File: src/rtl/ram_ctrl_pkg.sv
// Shared types for the RAM controller: FSM states, operation encoding and wait-counter width.
package ram_ctrl_pkg;

    typedef enum logic [1:0] {
        IDLE   = 2'd0,
        ACCESS = 2'd1,
        DONE   = 2'd2
    } state_t;

    typedef enum logic {
        OP_RD = 1'b0,
        OP_WR = 1'b1
    } op_t;

    // Wide enough for the full 0..15 wait-state range.
    localparam int CNT_W = 4;

endpackage

File: src/rtl/ram_sp.sv
// Single-port synchronous RAM with registered read data and no reset.
module ram_sp #(
    parameter int WIDTH = 8,
    parameter int DEPTH = 256
) (
    input  logic                     clk,
    input  logic                     we,
    input  logic [$clog2(DEPTH)-1:0] addr,
    input  logic [WIDTH-1:0]         din,
    output logic [WIDTH-1:0]         dout
);

    logic [WIDTH-1:0] mem [DEPTH];

    // Read-first: dout reflects the contents before a same-edge write.
    always_ff @(posedge clk) begin
        if (we) begin
            mem[addr] <= din;
        end
        dout <= mem[addr];
    end

endmodule

File: src/rtl/ram_ctrl.sv
// Data-RAM sequencer feeding the MDR: single-word reads/writes with WAIT_STATES extra cycles.
// Optional read parity checking is enabled with the RAM_CTRL_PARITY_EN macro.
module ram_ctrl
    import ram_ctrl_pkg::*;
#(
    parameter int MAX_WIDTH   = 8,
    parameter int ADDR_WIDTH  = 8,
    parameter int WAIT_STATES = 2
) (
    input  logic                  clk,
    input  logic                  rst,
    input  logic                  rd_req,
    input  logic                  wr_req,
    input  logic [ADDR_WIDTH-1:0] busADDR,
    input  logic [MAX_WIDTH-1:0]  busDATA_OUT,
    output logic [MAX_WIDTH-1:0]  busRAM,
    output logic                  busy,
    output logic                  done
`ifdef RAM_CTRL_PARITY_EN
    ,
    output logic                  parity_err
`endif
);

`ifdef RAM_CTRL_PARITY_EN
    localparam int MEM_W = MAX_WIDTH + 1;
`else
    localparam int MEM_W = MAX_WIDTH;
`endif

    state_t                state, state_nxt;
    logic [CNT_W-1:0]      cnt, cnt_nxt;
    op_t                   op;
    logic [ADDR_WIDTH-1:0] addr_q;
    logic [MAX_WIDTH-1:0]  data_q;

    logic                  req;
    logic                  commit;
    logic                  ram_we;
    logic [ADDR_WIDTH-1:0] ram_addr;
    logic [MEM_W-1:0]      ram_din;
    logic [MEM_W-1:0]      ram_dout;

    assign req    = rd_req | wr_req;
    assign commit = (state == ACCESS) && (cnt == '0);

    // The array is addressed by the latched address from the request edge onward, so its
    // registered output already holds mem[addr_q] when the commit edge arrives.
    assign ram_addr = (state == IDLE) ? busADDR : addr_q;
    // Gated by rst because the array itself has no reset.
    assign ram_we   = commit && (op == OP_WR) && rst;

`ifdef RAM_CTRL_PARITY_EN
    assign ram_din = {^data_q, data_q};
`else
    assign ram_din = data_q;
`endif

    ram_sp #(
        .WIDTH (MEM_W),
        .DEPTH (2 ** ADDR_WIDTH)
    ) u_ram (
        .clk  (clk),
        .we   (ram_we),
        .addr (ram_addr),
        .din  (ram_din),
        .dout (ram_dout)
    );

    always_comb begin
        state_nxt = state;
        cnt_nxt   = cnt;
        case (state)
            IDLE: begin
                if (req) begin
                    state_nxt = ACCESS;
                    cnt_nxt   = CNT_W'(WAIT_STATES);
                end
            end
            ACCESS: begin
                if (cnt != '0) begin
                    cnt_nxt = cnt - 1'b1;
                end else begin
                    state_nxt = DONE;
                end
            end
            DONE:    state_nxt = IDLE;
            default: state_nxt = IDLE;
        endcase
    end

    always_ff @(posedge clk) begin
        if (!rst) begin
            state  <= IDLE;
            cnt    <= '0;
            busRAM <= '0;
        end else begin
            state <= state_nxt;
            cnt   <= cnt_nxt;
            if (state == IDLE && req) begin
                addr_q <= busADDR;
                data_q <= busDATA_OUT;
                op     <= wr_req ? OP_WR : OP_RD;
            end
            if (commit && op == OP_RD) begin
                busRAM <= ram_dout[MAX_WIDTH-1:0];
            end
        end
    end

`ifdef RAM_CTRL_PARITY_EN
    always_ff @(posedge clk) begin
        if (!rst) begin
            parity_err <= 1'b0;
        end else if (commit && op == OP_RD) begin
            parity_err <= ram_dout[MAX_WIDTH] ^ (^ram_dout[MAX_WIDTH-1:0]);
        end
    end
`endif

    assign busy = (state != IDLE);
    assign done = (state == DONE);

endmodule

File: config.mk
export PLATFORM = sky130hd
export DESIGN_NAME = ram_ctrl
export DESIGN_NICKNAME = d
export VERILOG_FILES = /design/src/rtl/ram_ctrl_pkg.sv /design/src/rtl/ram_sp.sv /design/src/rtl/ram_ctrl.sv
export SDC_FILE = /design/constraint.sdc
export NUM_CORES = 2
export LEC_CHECK = 0
export ABC_AREA = 1
export CAP_MARGIN = 10
export CORE_UTILIZATION = 50
export CTS_BUF_LIST = sky130_fd_sc_hd__clkbuf_8 sky130_fd_sc_hd__clkbuf_16
export DETAILED_ROUTE_END_ITERATION = 8
export DONT_BUFFER_PORTS = 1
export GPL_TIMING_DRIVEN = 0
export SLEW_MARGIN = 25
export SYNTH_ARGS = -nofsm -noshare
export SYNTH_HDL_FRONTEND = slang
export SYNTH_SLANG_ARGS = --single-unit
File: constraint.sdc
create_clock -name clk -period 4.7 [get_ports clk]
set_input_delay 0 -clock clk [delete_from_list [all_inputs] [get_ports clk]]
set_output_delay 0 -clock clk [all_outputs]
set_load 0.02 [all_outputs]
==> out/qor.txt <==
Status: finished with violations
Failing checks: setup timing
Synth area leaders: edfxtp_1 (71%), nand2_1 (22%), nand3_1 (1.6%)
DRT iter0 DRCs: 6439
Yosys top cell area share: 70.6%
Final setup fails: 215
Crit Path Category: reg -> reg
Clock Skew: 0.0387 ns
CP Max Fanout: 10
CP Launch Type: register
Psw: 15.2 mW
Number of global-route vias before repair: 58171
Worst-Skew Late Latency: 0.87 ns
Synth warn: 0
Die extent in y: 421 um
Via count: 61322
P&R area growth vs syn: 14.7%
Post-DP Area: 0.0930 sq mm
GRT Util Overall: 30.9%
Num rows: 153
Antenna violation net count after detailed routing: 0
DR WL/cell: 24.0 um
Synthesized cell area: 0.0878 sq mm
Clock sink count: 2087
Post-DP HPWL: 203000 um
P_int: 32.7 mW
RSZ-0062 raised after global routing: true
Fmax: 205 MHz
Io pins: 30
R2R depth: 11
Clock Tree Root: clkbuf_16
Combinational power share: 21.8%
Worst-path clk slew: 0.06 ns
H-tree Lvls: 4
Maximum vdd drop: 0.000360 V
Non-filler instance count after layout: 11459
Clock buffer depth: 3
Min Tclk post-route: 4.88 ns
Slew headroom: 22.2%
Final Total Pwr: 47.9 mW
Distinct cells, synth: 29
Cell taking the most area after synthesis: edfxtp_1
Die W: 421 um
Initial Util: 50.4%
Net Sw Frac: 31.8%
Total CTS buffers: 213
Leakage power: 41.1 nW
# nets final: 8966
Max-cap violations: 0
First-pass GRT wire length: 395000 um
Required time of the critical path: 5.18 ns
Clock power share: 34.9%
PortBufs: 0
Yosys reg bits: 2087
DRC errors left: 0
Worst hold path type: in -> reg
Worst setup EP type: register
Placer Congestion: 0.987
Worst path arrival time: 5.36 ns
Layout Utilization: 57.8%
Final Cycle Share: 104%
Initial antenna violation count: 9
Die area: 0.177 sq mm
Share of post-route cells with drive strength above 1: 9.70%
Total Routed Length: 275000 um
Hold_ws: 0.164 ns
DRT Pass-1 Iters: 7
Core Region: 0.174 sq mm
Final worst slack: -0.180 ns
Synthesized netlist cell count: 8548
CTS tree: done
Hold Fails Final Rpt: 0
Slew of the pin with the lowest slew margin: 1.17 ns
Hold Crit Depth: 10
Total gr overflow: 0
DR vias/cell: 5.35
Final Cell Area: 0.101 sq mm
Power density over the cells: 475 mW/mm^2
Sequential fraction of the synthesis area: 71.1%
Largest net degree at the start of global routing: 21
Synth Net Count: 8570
DP Cell Count: 11017
Register share of total power: 43.3%
Final Max Slew Viols: 0
Synthesized area per cell: 10.3 sq um
==> cells in the mapped netlist (all sizes together) <==
cell type,number
a221oi,1
nor3,4
buf,307
ha,2
a21oi,11
inv,26
nor2,362
nand2,5163
clkinv,1
nand3,289
edfxtp,2065
dfxtp,22
o21ai,135
or2,4
clkbuf,156
==> worst paths after layout <==
check | from | endpoint | slack [ns]
max reg2reg | state[1]$_SDFFE_PN0P_ | u_ram.mem[86][2]$_DFFE_PP_ | -0.18
max | state[1]$_SDFFE_PN0P_ | u_ram.mem[86][2]$_DFFE_PP_ | -0.18
min reg2reg | u_ram.dout[7]$_DFF_P_ | busRAM[7]$_SDFFE_PN0P_ | 0.47
min | busADDR[4] | u_ram.dout[1]$_DFF_P_ | 0.16
==> placed cells by master, fill, tap and decap left out, types with 39 or more instances in the layout <==
master / Yosys / final
nand2_1: 5160 / 5159
edfxtp_1: 2065 / 2065
nand3_1: 286 / 273
buf_2: 232 / 232
nor2_1: 355 / 228
clkbuf_16: 0 / 220
clkbuf_1: 154 / 148
buf_8: 0 / 130
nor2_2: 5 / 129
o21ai_1: 102 / 104
inv_1: 22 / 70
clkinv_1: 1 / 48
clkinv_2: 0 / 44
buf_1: 44 / 42
dlygate4sd3_1: 0 / 39
==> worst max-delay path, cell delays in order (launching register included) <==
cell and delay, ns:
dfxtp_1 0.36, nor2_4 0.39, buf_6 0.32, nand2_1 0.12, o21ai_2 0.23, inv_2 0.11
buf_2 0.36, buf_2 0.32, nor2_2 0.44, nand3_2 0.58, buf_2 0.54, nor2_1 0.66
==> cells by family (layout without fill, tap and decap cells) <==
kind of cell	after synthesis	after routing	synth area share, %
other	0	3	0
AO/OA/AOI/OAI	147	147	0.851
adder cells (fa/ha/maj)	2	2	0.0285
AND/OR/NAND/NOR	5822	5822	25.4
flip-flops	2087	2087	71.1
buffers and inverters	490	1073	2.59
==> sequential cells by signal, summed over array words and instances, names as in the netlist <==
register and cells:
addr_q 8, busRAM 8, cnt 4, data_q 8, op 1, state 2, u_ram.dout 8, u_ram.mem 2048
==> power groups by stage <==
stage	sequential (mW)	combinational, mW	clock, mW
after floorplan	21.4	5.46	0
after global placement	21.9	9.26	0
after detailed placement	21.1	10.2	0
after CTS	20.7	10.3	16.8
after global routing	20.7	11.2	17.5
final	20.7	10.5	16.7
==> timing repair <==
item / CTS / global route
hold endpoints to repair: 37 / 0
hold buffers: 39 / 0
cloned: 0 / 0
buffers inserted: 0 / 0
endpoints found under the setup margin: 1929 / 578
resized for setup: 93 / 52
==> through the flow <==
| step | setup WS, ns | setup TNS [ns] |
|---|---|---|
| after floorplan | 0.654 | 0 |
| after global placement | -5.42 | - |
| after detailed placement | -1.06 | -1027.55 |
| after CTS | -0.196 | -12.63 |
| after global routing | -0.127 | -15.90 |
| final | -0.180 | -10.58 |
==> cell type report <==
type                       instances  area (sq um)
tap                             2325          2910
buffer                           461          2170
clock buffer                     220          5510
timing repair buffer             183          2680
antenna                            3          7.51
sequential                      2087         62400
fill                           14915         73500
clock inverter                   182          1380
inverter                          27           101
multi-input combinational       5971         23500
==> metal layers <==
layer,track usage (%),wire length [um],up-vias
met3,4.42,19500,528
met1,41.3,112000,29488
li1,-,-,28880
met5,0,0,-
met2,49.0,127000,2426
met4,16.7,16200,0
Note: power is estimated with default switching activity, not from simulation.
